## config.mk

```make
export PLATFORM = sky130hd
export DESIGN_NAME = scalar_mult_ctrl
export DESIGN_NICKNAME = d
export VERILOG_FILES = /design/src/rtl/scalar_mult_ctrl.sv
export SDC_FILE = /design/constraint.sdc
export NUM_CORES = 1
export LEC_CHECK = 0
export ABC_AREA = 1
export BUFFER_PORTS_ARGS = -buffer_cell sky130_fd_sc_hd__buf_2
export CAP_MARGIN = 20
export CELL_PAD_IN_SITES_DETAIL_PLACEMENT = 1
export CELL_PAD_IN_SITES_GLOBAL_PLACEMENT = 1
export CORE_MARGIN = 4
export CORE_UTILIZATION = 39
export DETAILED_ROUTE_END_ITERATION = 7
export PLACE_DENSITY = 0.81
export SLEW_MARGIN = 20
export SYNTH_ARGS = -nofsm -noshare
export SYNTH_HDL_FRONTEND = slang
export SYNTH_SLANG_ARGS = --single-unit
```

## constraint.sdc

```tcl
create_clock -name clk -period 2.3 [get_ports clk]
set_input_delay 0.23 -clock clk [delete_from_list [all_inputs] [get_ports clk]]
set_output_delay 0.23 -clock clk [all_outputs]
set_load 0.01 [all_outputs]
```

## src/rtl/scalar_mult_ctrl.sv

```systemverilog
// Left-to-right double-and-add sequencer for k*P, driving a shared external
// point-addition unit through a one-cycle launch pulse and a ready/inf handshake.
//
// state        | meaning
// S_IDLE       | waiting for start; result outputs held
// S_SCAN       | bit i: double R if finite, else evaluate the bit directly
// S_DBL_LAUNCH | pa_reset pulse with operands (R, R)
// S_DBL_WAIT   | wait for unit; first cycle ignored (stale flags)
// S_ADD_LAUNCH | pa_reset pulse with operands (R, P)
// S_ADD_WAIT   | wait for unit; first cycle ignored (stale flags)
// S_NEXT       | retire bit i after an addition
// S_FIN        | publish R, pulse done
module scalar_mult_ctrl #(
  parameter int n = 10
) (
  input  logic         clk,
  input  logic         reset,
  input  logic         start,
  input  logic [n-1:0] k,
  input  logic [n-1:0] xp,
  input  logic [n-1:0] yp,
  input  logic [n-1:0] p,
  output logic         busy,
  output logic         done,
  output logic [n-1:0] x_out,
  output logic [n-1:0] y_out,
  output logic         inf_out,
  output logic         pa_reset,
  output logic [n-1:0] pa_x1,
  output logic [n-1:0] pa_y1,
  output logic [n-1:0] pa_x2,
  output logic [n-1:0] pa_y2,
  output logic [n-1:0] pa_p,
  input  logic [n-1:0] pa_x3,
  input  logic [n-1:0] pa_y3,
  input  logic         pa_ready,
  input  logic         pa_inf
);

  localparam int IW = (n > 1) ? $clog2(n) : 1;

  typedef enum logic [2:0] {
    S_IDLE, S_SCAN, S_DBL_LAUNCH, S_DBL_WAIT,
    S_ADD_LAUNCH, S_ADD_WAIT, S_NEXT, S_FIN
  } state_t;

  state_t         state_q, state_d;
  logic [IW-1:0]  idx_q, idx_d;
  logic [n-1:0]   k_q, k_d, xp_q, xp_d, yp_q, yp_d;
  logic [n-1:0]   rx_q, rx_d, ry_q, ry_d;
  logic           rinf_q, rinf_d;
  logic           first_q, first_d;
  logic           busy_q, busy_d, done_q, done_d;
  logic [n-1:0]   x_out_q, x_out_d, y_out_q, y_out_d;
  logic           inf_out_q, inf_out_d;
  logic           pa_reset_q, pa_reset_d;
  logic [n-1:0]   pa_x1_q, pa_x1_d, pa_y1_q, pa_y1_d;
  logic [n-1:0]   pa_x2_q, pa_x2_d, pa_y2_q, pa_y2_d;
  logic           eval_bit, retire;

  always_comb begin
    state_d    = state_q;
    idx_d      = idx_q;
    k_d        = k_q;
    xp_d       = xp_q;
    yp_d       = yp_q;
    rx_d       = rx_q;
    ry_d       = ry_q;
    rinf_d     = rinf_q;
    first_d    = first_q;
    busy_d     = busy_q;
    done_d     = 1'b0;
    x_out_d    = x_out_q;
    y_out_d    = y_out_q;
    inf_out_d  = inf_out_q;
    pa_reset_d = 1'b0;
    pa_x1_d    = pa_x1_q;
    pa_y1_d    = pa_y1_q;
    pa_x2_d    = pa_x2_q;
    pa_y2_d    = pa_y2_q;
    eval_bit   = 1'b0;
    retire     = 1'b0;

    case (state_q)
      S_IDLE: begin
        if (start) begin
          k_d     = k;
          xp_d    = xp;
          yp_d    = yp;
          idx_d   = IW'(n - 1);
          rx_d    = '0;
          ry_d    = '0;
          rinf_d  = 1'b1;
          busy_d  = 1'b1;
          state_d = S_SCAN;
        end
      end
      S_SCAN: begin
        if (!rinf_q) state_d = S_DBL_LAUNCH;
        else         eval_bit = 1'b1;
      end
      S_DBL_LAUNCH: begin
        first_d = 1'b1;
        state_d = S_DBL_WAIT;
      end
      S_ADD_LAUNCH: begin
        first_d = 1'b1;
        state_d = S_ADD_WAIT;
      end
      S_DBL_WAIT, S_ADD_WAIT: begin
        first_d = 1'b0;
        if (!first_q && (pa_inf || pa_ready)) begin
          if (pa_inf) begin
            rinf_d = 1'b1;
          end else begin
            rx_d   = pa_x3;
            ry_d   = pa_y3;
            rinf_d = 1'b0;
          end
          if (state_q == S_DBL_WAIT) eval_bit = 1'b1;
          else                       state_d  = S_NEXT;
        end
      end
      S_NEXT: retire = 1'b1;
      S_FIN: begin
        x_out_d   = rinf_q ? '0 : rx_q;
        y_out_d   = rinf_q ? '0 : ry_q;
        inf_out_d = rinf_q;
        done_d    = 1'b1;
        busy_d    = 1'b0;
        state_d   = S_IDLE;
      end
      default: state_d = S_IDLE;
    endcase

    // Bit evaluation retires the bit itself when no unit operation is needed,
    // so a run of leading zeros costs one cycle per bit.
    if (eval_bit) begin
      if (k_q[idx_q]) begin
        if (rinf_d) begin
          rx_d   = xp_q;
          ry_d   = yp_q;
          rinf_d = 1'b0;
          retire = 1'b1;
        end else begin
          state_d = S_ADD_LAUNCH;
        end
      end else begin
        retire = 1'b1;
      end
    end

    if (retire) begin
      if (idx_q == '0) begin
        state_d = S_FIN;
      end else begin
        idx_d   = idx_q - 1'b1;
        state_d = S_SCAN;
      end
    end

    // Operands are registered on entry to a launch state and then held.
    if (state_d == S_DBL_LAUNCH) begin
      pa_x1_d    = rx_d;
      pa_y1_d    = ry_d;
      pa_x2_d    = rx_d;
      pa_y2_d    = ry_d;
      pa_reset_d = 1'b1;
    end else if (state_d == S_ADD_LAUNCH) begin
      pa_x1_d    = rx_d;
      pa_y1_d    = ry_d;
      pa_x2_d    = xp_q;
      pa_y2_d    = yp_q;
      pa_reset_d = 1'b1;
    end
  end

  always_ff @(posedge clk or negedge reset) begin
    if (!reset) begin
      state_q    <= S_IDLE;
      idx_q      <= '0;
      k_q        <= '0;
      xp_q       <= '0;
      yp_q       <= '0;
      rx_q       <= '0;
      ry_q       <= '0;
      rinf_q     <= 1'b0;
      first_q    <= 1'b0;
      busy_q     <= 1'b0;
      done_q     <= 1'b0;
      x_out_q    <= '0;
      y_out_q    <= '0;
      inf_out_q  <= 1'b0;
      pa_reset_q <= 1'b0;
      pa_x1_q    <= '0;
      pa_y1_q    <= '0;
      pa_x2_q    <= '0;
      pa_y2_q    <= '0;
    end else begin
      state_q    <= state_d;
      idx_q      <= idx_d;
      k_q        <= k_d;
      xp_q       <= xp_d;
      yp_q       <= yp_d;
      rx_q       <= rx_d;
      ry_q       <= ry_d;
      rinf_q     <= rinf_d;
      first_q    <= first_d;
      busy_q     <= busy_d;
      done_q     <= done_d;
      x_out_q    <= x_out_d;
      y_out_q    <= y_out_d;
      inf_out_q  <= inf_out_d;
      pa_reset_q <= pa_reset_d;
      pa_x1_q    <= pa_x1_d;
      pa_y1_q    <= pa_y1_d;
      pa_x2_q    <= pa_x2_d;
      pa_y2_q    <= pa_y2_d;
    end
  end

  assign busy     = busy_q;
  assign done     = done_q;
  assign x_out    = x_out_q;
  assign y_out    = y_out_q;
  assign inf_out  = inf_out_q;
  assign pa_reset = pa_reset_q;
  assign pa_x1    = pa_x1_q;
  assign pa_y1    = pa_y1_q;
  assign pa_x2    = pa_x2_q;
  assign pa_y2    = pa_y2_q;
  assign pa_p     = p;

endmodule
```

==> reports/results.ini, run 1 <==
[sta]
finalMaxSlewViolations=0
fin_crit_sh_pct=89.5
finalWorstSetupSlack_ns=0.241
finalWorstPathRequiredPeriod_ns=2.06
max_slew.worst_pin.slew_ns=0.592
unrepaired_setup_endpoints_after_global_routing=no
setup_violations=0
skew_ns=0.0102
timing.setup.tns_ns=0
finalHoldViolations=0
max-slew-margin-rel_pct=60.5
maxClockFrequency_ghz=0.486

[yosys]
syn_nets=799
netlist_instances=733
muxShareOfSynthArea_pct=0
ys.flop_type=sky130_fd_sc_hd__dfrtp_1
synth-async-reset-ratio_pct=100
synth.top_cell.area_share_pct=53.1
synth_simple_gate_area_share_pct=23.6
yosys.cell_count.top_type=sky130_fd_sc_hd__nand2_1
yosys.cell_types.count=28
ys_seq_elements=123
yosys-top-cells-count=sky130_fd_sc_hd__nand2_1 (263), sky130_fd_sc_hd__dfrtp_1 (123), sky130_fd_sc_hd__inv_1 (95)
synth.area.top_cells=sky130_fd_sc_hd__dfrtp_1 (53%), sky130_fd_sc_hd__nand2_1 (17%), sky130_fd_sc_hd__inv_1 (6.2%), sky130_fd_sc_hd__o21ai_0 (6.0%), sky130_fd_sc_hd__o211ai_1 (2.7%)
syn_area_um2=5800
synth_top_family_by_area=simple AND/OR/NAND/NOR gates
yosys.area_share.adder_pct=0.216
postSynthAreaPerCell_um2=7.91
share_of_synthesized_area_occupied_by_flip_flops_and_latches_pct=53.1
synth_area_leader_cell=sky130_fd_sc_hd__dfrtp_1
synth-edff-count=0
synth_compound_gate_area_share_pct=11.8
synthesis.yosys.warnings=0
post_synth_xor_xnor_area_pct=0.302

[cells_and_area]
number_of_nets_at_the_end_of_the_flow=909
final_util_pct=49.3
drive_gt1_share_pct=21.1
antennaDiodeCount=0
finalInstanceArea_um2=7170
area_delta_synth_final_pct=23.6

[route]
drt_wl_total_um=16400
route.top_layer_used=met4
dr_wl_met3_um=835
dr_total_vias=5048
detailedRoute.firstIterationViolations=292
dr_wl_met2_um=7260
routedLengthMet1_um=8070
drt-vias-per-instance=4.85
detail-route-antenna-nets=0
drt-wirelength-per-cell_um=15.8
drt_drc_violations_left=0
firstDrtPassIters=4

[grt]
globalRoute.totalOverflow=0
wire_length_of_the_first_global_routing_pass_um=27200
grtUsageTotal_pct=20.6
number_of_global_route_vias_before_repair=5257
antenna_found_initial=0
grt_max_degree=55

[critical_path]
critical_path.max_stage_delay_ns=0.40
crit_fanout=20
timing.setup.critical_path_class=reg2reg
timing.critical_path.cells=inv_2 > nand3_1 > o21ai_2 > inv_2 > o21ai_1 > nand2_2 > nor2_2 > nand3_2 > nand2_2 > inv_2 > buf_12 > nand2_1 > o21ai_1
start_kind=register
timing.critical_path.mode_cell=sky130_fd_sc_hd__inv_2
ff2ff_path_depth=13
cpMaxStageDelayCell=sky130_fd_sc_hd__dfrtp_1
worst_setup_path_end_kind=register
timing.critical_path.required_ns=2.58
arrival_ns=2.34

[power_and_ir_drop]
power.leakage_nw=3.97
cellPowerDensity_nw_per_um2=1600
power.internal_mw=6.47
switching_share_pct=43.7
vdd.ir_drop.worst_v=0.000744
clkPwrFrac_pct=21.5
seq_power_share_pct=31.7
comb_power_share_pct=46.8
switchingPower_mw=5.02

[place]
post-place-ws_ns=0.271
dpl.hpwl_um=12300
post_dp_cell_area_um2=6570
place_congestion=0.820
buffer_ports.inserted=118

[floorplan]
core_area_um2=14500
chipHeight_um=130
placementRows=44
initial_core_util_pct=39.9
floorplan.die_area_um2=16900
die_x_um=130
design.portCount=139

[clocking]
cts-root-buf=sky130_fd_sc_hd__clkbuf_16
ctsLongestPathBuffers=2
cts_tree=done
cts_made_buffers=17
postCtsSetupBuffers=0
htree_levels=4
cts_resized=0
clk_pin_slew_worst_setup_hold_paths_ns=0.05
worst_skew_pair.late_latency_ns=0.41
clock-sinks=123
holdBufCountCts=3

[status]
outcome=complete, no violations

[job]
max-cap-violations=0

[hold_path]
timing.hold.worst.class=in2reg
holdPathStages=3

metal layers:
layer	vias to the layer above	global-route usage, %
met1	2372	30.0
li1	2534	-
met4	0	5.75
met5	-	0
met2	119	31.3
met3	23	4.46
stage by stage:
step	hold slack [ns]	instances	total power, mW
finish	0.0124	1040	11.5
global route	0.0206	1040	12.6
CTS	0.000207	1040	11.6
detailed placement	0.273	1005	9.01
global placement	0.268	1005	8.82
floorplan	-0.0656	733	7.14
critical path, delay by kind of cell, from the launching register on:
family	cells	cell delay, ns
and+or+nand+nor	6	0.68
buffers and inverters	4	0.52
DFF	1	0.40
AOI/OAI and AO/OA	3	0.32
power groups by stage:
stage               registers, mW  logic [mW]  clock network, mW
floorplan                    3.73        3.41                  0
global placement             3.63        5.19                  0
detailed placement           3.66        5.35                  0
CTS                          3.65        5.46               2.52
global route                 3.74        6.21               2.63
finish                       3.64        5.38               2.47
final timing paths:
kind,from,endpoint,slack (ns)
max in group asynchronous,reset,xp_q[4],1.33
worst max-delay path,state_q[2],pa_x1[4],0.24
worst min-delay path,k[3],k_q[3],0.01
worst max register to register,state_q[2],pa_x1[4],0.24
min in group asynchronous,reset,k_q[6],0.37
worst min register to register,pa_y2[3],pa_y2[3],0.47
area by class of cell:
class	instances	area (um2)
repair buffers	141	836
flip-flops and latches	123	3080
clock buffers	26	529
fillers	1835	7370
well taps	184	230
inverters	100	375
multi-input cells	460	2080
clock inverters	6	33.8
logic make-up after synthesis:
logic type               count (synthesis)
adder cells (fa/ha/maj)                  1
AO/OA/AOI/OAI                          122
AND/OR/NAND/NOR                        335
flip-flops                             123
buffers and inverters                  150
XOR/XNOR                                 2
state kept, by name, summed over array words and instances, names as in the netlist, 3 cells and up:
register and flops:
idx_q 4, k_q 10, pa_x1 10, pa_x2 10, pa_y1 10, pa_y2 10, rx_q 10, ry_q 10
state_q 3, x_out 10, xp_q 10, y_out 10, yp_q 10
cells in the final DEF, fill, tap and decap left out, drive strengths merged, types with 2 or more instances in the layout:
master and instances:
buf 138, clkbuf 26, clkinv 7, dfrtp 123, dlygate4sd3 3, inv 99, nand2 266, nand3 29
nand4 20, nor2 18, o211ai 21, o21a 2, o21ai 93, o22ai 3, xor2 2
No activity file was read; power rests on OpenSTA's default activity.
==> run 2, diff against run 1 <==
--- a/config.mk
+++ b/config.mk
@@ -5,15 +5,14 @@
 export SDC_FILE = /design/constraint.sdc
 export NUM_CORES = 1
 export LEC_CHECK = 0
-export ABC_AREA = 1
 export BUFFER_PORTS_ARGS = -buffer_cell sky130_fd_sc_hd__buf_2
 export CAP_MARGIN = 20
 export CELL_PAD_IN_SITES_DETAIL_PLACEMENT = 1
 export CELL_PAD_IN_SITES_GLOBAL_PLACEMENT = 1
 export CORE_MARGIN = 4
-export CORE_UTILIZATION = 39
+export CORE_UTILIZATION = 40
 export DETAILED_ROUTE_END_ITERATION = 7
-export PLACE_DENSITY = 0.81
+export PLACE_DENSITY = 0.8
 export SLEW_MARGIN = 20
 export SYNTH_ARGS = -nofsm -noshare
 export SYNTH_HDL_FRONTEND = slang
==> reports/results.ini, run 2 <==
[status]
outcome=finished, violations left  ; was complete, no violations
failed_checks=negative setup slack

[floorplan]
die_x_um=126  ; was 130 um
floorplan.die_area_um2=15800  ; was 16900 um2
placementRows=42  ; was 44
design.portCount=139  ; unchanged
chipHeight_um=126  ; was 130 um
initial_core_util_pct=41.3  ; was 39.9%
core_area_um2=13400  ; was 14500 um2

[yosys]
share_of_synthesized_area_occupied_by_flip_flops_and_latches_pct=55.6  ; was 53.1%
yosys.cell_types.count=44  ; was 28
ys_seq_elements=123  ; unchanged
synth.area.top_cells=sky130_fd_sc_hd__dfrtp_1 (56%), sky130_fd_sc_hd__nand2_1 (11%), sky130_fd_sc_hd__mux2_2 (8.5%), sky130_fd_sc_hd__a22o_1 (3.2%), sky130_fd_sc_hd__a21o_1 (2.8%)  ; was sky130_fd_sc_hd__dfrtp_1 (53%), sky130_fd_sc_hd__nand2_1 (17%), sky130_fd_sc_hd__inv_1 (6.2%), sky130_fd_sc_hd__o21ai_0 (6.0%), sky130_fd_sc_hd__o211ai_1 (2.7%)
ys.flop_type=sky130_fd_sc_hd__dfrtp_1  ; unchanged
netlist_instances=537  ; was 733
synth-edff-count=0  ; unchanged
yosys.cell_count.top_type=sky130_fd_sc_hd__nand2_1  ; unchanged
syn_nets=603  ; was 799
postSynthAreaPerCell_um2=10.3  ; was 7.91 um2
syn_area_um2=5540  ; was 5800 um2
synth.top_cell.area_share_pct=55.6  ; was 53.1%
synth_area_leader_cell=sky130_fd_sc_hd__dfrtp_1  ; unchanged
yosys-top-cells-count=sky130_fd_sc_hd__nand2_1 (156), sky130_fd_sc_hd__dfrtp_1 (123), sky130_fd_sc_hd__mux2_2 (42)  ; was sky130_fd_sc_hd__nand2_1 (263), sky130_fd_sc_hd__dfrtp_1 (123), sky130_fd_sc_hd__inv_1 (95)
synth-async-reset-ratio_pct=100  ; unchanged
synthesis.yosys.warnings=0  ; unchanged

[cells_and_area]
final_cell_count_no_fill=856  ; was 1040
final_util_pct=54.4  ; was 49.3%
drive_gt1_share_pct=35.7  ; was 21.1%
antennaDiodeCount=0  ; unchanged
final_common_cell=sky130_fd_sc_hd__nand2_1  ; unchanged
area_delta_synth_final_pct=31.6  ; was 23.6%
number_of_nets_at_the_end_of_the_flow=737  ; was 909
commonest_non_fill_non_tap_cells_in_the_layout=sky130_fd_sc_hd__nand2_1 (156), sky130_fd_sc_hd__dfrtp_1 (120), sky130_fd_sc_hd__buf_2 (117)  ; was sky130_fd_sc_hd__nand2_1 (263), sky130_fd_sc_hd__dfrtp_1 (123), sky130_fd_sc_hd__buf_2 (117)

[critical_path]
ff2ff_path_depth=8  ; was 13
timing.rr.start=idx_q[0]  ; was state_q[2]
timing.critical_path.cells=mux4_2 > nor2_2 > o31a_4 > nor3_4 > buf_6 > buf_16 > mux2_4 > mux2_4  ; was inv_2 > nand3_1 > o21ai_2 > inv_2 > o21ai_1 > nand2_2 > nor2_2 > nand3_2 > nand2_2 > inv_2 > buf_12 > nand2_1 > o21ai_1
r2r_slack_ns=-0.09  ; was 0.24 ns
crit_fanout=10  ; was 20
worst_setup_path_end_kind=register  ; unchanged
start_kind=register  ; unchanged
arrival_ns=2.69  ; was 2.34 ns
timing.critical_path.to=pa_y1[5]  ; was pa_x1[4]
timing.critical_path.mode_cell=sky130_fd_sc_hd__mux2_4  ; was sky130_fd_sc_hd__inv_2
cpMaxStageDelayCell=sky130_fd_sc_hd__dfrtp_1  ; unchanged
timing.setup.critical_path_class=reg2reg  ; unchanged
critical_path.max_stage_delay_ns=0.41  ; was 0.40 ns
startpoint=idx_q[0]  ; was state_q[2]
r2r_end=pa_y1[5]  ; was pa_x1[4]
timing.critical_path.required_ns=2.59  ; was 2.58 ns

[job]
max-cap-violations=0  ; unchanged

[clocking]
htree_levels=4  ; unchanged
cts_made_buffers=17  ; unchanged
worst_skew_pair.late_latency_ns=0.42  ; was 0.41 ns
clock-sinks=123  ; unchanged
cts-root-buf=sky130_fd_sc_hd__clkbuf_16  ; unchanged
clk_pin_slew_worst_setup_hold_paths_ns=0.05  ; about the same
cts_tree=done  ; unchanged
ctsLongestPathBuffers=2  ; unchanged

[route]
drt_wl_total_um=17700  ; was 16400 um
dr_total_vias=4549  ; was 5048
drt_drc_violations_left=0  ; unchanged
detailedRoute.firstIterationViolations=342  ; was 292
drt-vias-per-instance=5.31  ; was 4.85
detail-route-antenna-nets=0  ; unchanged
drt-wirelength-per-cell_um=20.7  ; was 15.8 um
firstDrtPassIters=4  ; unchanged

[sta]
finalWorstSetupSlack_ns=-0.0934  ; was 0.241 ns
fin_crit_sh_pct=104  ; was 89.5%
max-slew-margin-rel_pct=64.7  ; was 60.5%
skew_ns=0.0130  ; was 0.0102 ns
setup_violations=21  ; was 0
unrepaired_setup_endpoints_after_global_routing=yes  ; was no
finalMaxSlewViolations=0  ; unchanged
finalWorstPathRequiredPeriod_ns=2.39  ; was 2.06 ns
finalHoldViolations=0  ; unchanged
maxClockFrequency_ghz=0.418  ; was 0.486 GHz
max_slew.worst_pin.slew_ns=0.529  ; was 0.592 ns

[grt]
wire_length_of_the_first_global_routing_pass_um=28000  ; was 27200 um
number_of_global_route_vias_before_repair=4994  ; was 5257
grtUsageTotal_pct=22.7  ; was 20.6%
antenna_found_initial=0  ; unchanged
grt_max_degree=63  ; was 55
globalRoute.totalOverflow=0  ; unchanged

[power_and_ir_drop]
vdd.ir_drop.worst_v=0.000761  ; was 0.000744 V
switching_share_pct=36.9  ; was 43.7%
power.total_mw=11.1  ; was 11.5 mW
comb_power_share_pct=42.9  ; was 46.8%
power.leakage_nw=3.90  ; was 3.97 nW
switchingPower_mw=4.09  ; was 5.02 mW
clkPwrFrac_pct=22.4  ; was 21.5%
power.internal_mw=6.99  ; was 6.47 mW
seq_power_share_pct=34.8  ; was 31.7%
cellPowerDensity_nw_per_um2=1520  ; was 1600 nW/um2

[place]
place_congestion=0.839  ; was 0.820
dpl.hpwl_um=11400  ; was 12300 um
buffer_ports.inserted=118  ; unchanged
dp.cells=819  ; was 1005

[hold_path]
timing.hold.worst.class=in2reg  ; unchanged

## run 2: changes by cell type after synthesis, moves of 5 or more
cell | before | now
sky130_fd_sc_hd__a21o_1 | 0 | 21
sky130_fd_sc_hd__a21oi_1 | 1 | 6
sky130_fd_sc_hd__a22o_1 | 0 | 20
sky130_fd_sc_hd__buf_2 | 15 | 5
sky130_fd_sc_hd__inv_1 | 95 | 4
sky130_fd_sc_hd__mux2_2 | 0 | 42
sky130_fd_sc_hd__nand2_1 | 263 | 156
sky130_fd_sc_hd__nand2b_1 | 0 | 22
sky130_fd_sc_hd__nand4_1 | 20 | 0
sky130_fd_sc_hd__nor2_1 | 17 | 12
sky130_fd_sc_hd__nor2b_1 | 0 | 5
sky130_fd_sc_hd__o211ai_1 | 21 | 0
sky130_fd_sc_hd__o21ai_0 | 69 | 23
sky130_fd_sc_hd__o21ai_1 | 22 | 0
## run 2: worst max-delay path: cells and delay by family (launching register included)
kind | cells | cell delay [ns]
buffers and inverters | 2 | 0.34
flip-flops | 1 | 0.41
multiplexers | 3 | 0.96
AND/OR/NAND/NOR | 2 | 0.17
AO/OA/AOI/OAI | 1 | 0.38
## run 2: how the worst min path moves through the flow
stage	start	end	slack [ns]	cells past startpoint
final	xp[7]	xp_q[7]	0.01	3
after global routing	yp[4]	yp_q[4]	0.002	3
after CTS	yp[1]	yp_q[1]	0.0003	3
after detailed placement	reset	x_out[7]	0.21	1
after global placement	reset	x_out[2]	0.20	1
after floorplan	reset	busy	-0.07	0
## run 2: area by class of cell
| class | instances | area, um2 |
|---|---|---|
| clock buffer | 26 | 509 |
| clock inverter | 2 | 35.0 |
| fill | 1479 | 6110 |
| inverter | 5 | 18.8 |
| multi-input combinational | 365 | 2400 |
| sequential | 123 | 3080 |
| tap | 176 | 220 |
| timing repair buffer | 159 | 1020 |
## run 2: timing repair
item / CTS / global route
cloned: 1 / 1
hold buffers: 5 / 0
hold endpoints to repair: 37 / 0
gates resized for setup: 33 / 21
setup endpoints to repair: 40 / 40
buffers inserted: 2 / 1
pin swaps: 1 / 3
## run 2: stage by stage
| step | hold WS, ns | setup WS [ns] | setup TNS (ns) | cell area (um2) |
|---|---|---|---|---|
| after floorplan | -0.0656 | 0.0332 | 0 | 5540 |
| after global placement | 0.201 | -0.00876 | -0.0550 | 6430 |
| after detailed placement | 0.213 | -0.0849 | -1.61 | 6430 |
| after CTS | 0.000336 | -0.0657 | -0.640 | 7170 |
| after global routing | 0.00198 | -0.140 | -2.96 | 7290 |
| final | 0.0125 | -0.0934 | -1.32 | 7290 |
## run 2: cell families after synthesis
group | after synthesis | share of synthesized area [%]
mux | 46 | 9.56
flops | 123 | 55.6
buf+inv | 49 | 4.81
compound gates | 83 | 10.9
simple gates | 234 | 18.7
xor+xnor | 1 | 0.158
fa+ha+maj | 1 | 0.226
## run 2: power groups by stage
stage	combinational, mW	clock, mW	sequential (mW)
final	4.75	2.48	3.85
after floorplan	2.47	0	3.76
after global routing	5.16	2.63	3.95
after global placement	3.92	0	3.79
after detailed placement	4.13	0	3.83
after CTS	4.50	2.51	3.82
## run 2: routing by layer
layer,vias to the layer above,share of wire (%),track usage [%]
met1,2278,41,28.6
met3,43,5.3,4.61
met2,162,51,37.6
met4,0,3.0,10.3
li1,2066,-,-
met5,-,0,0
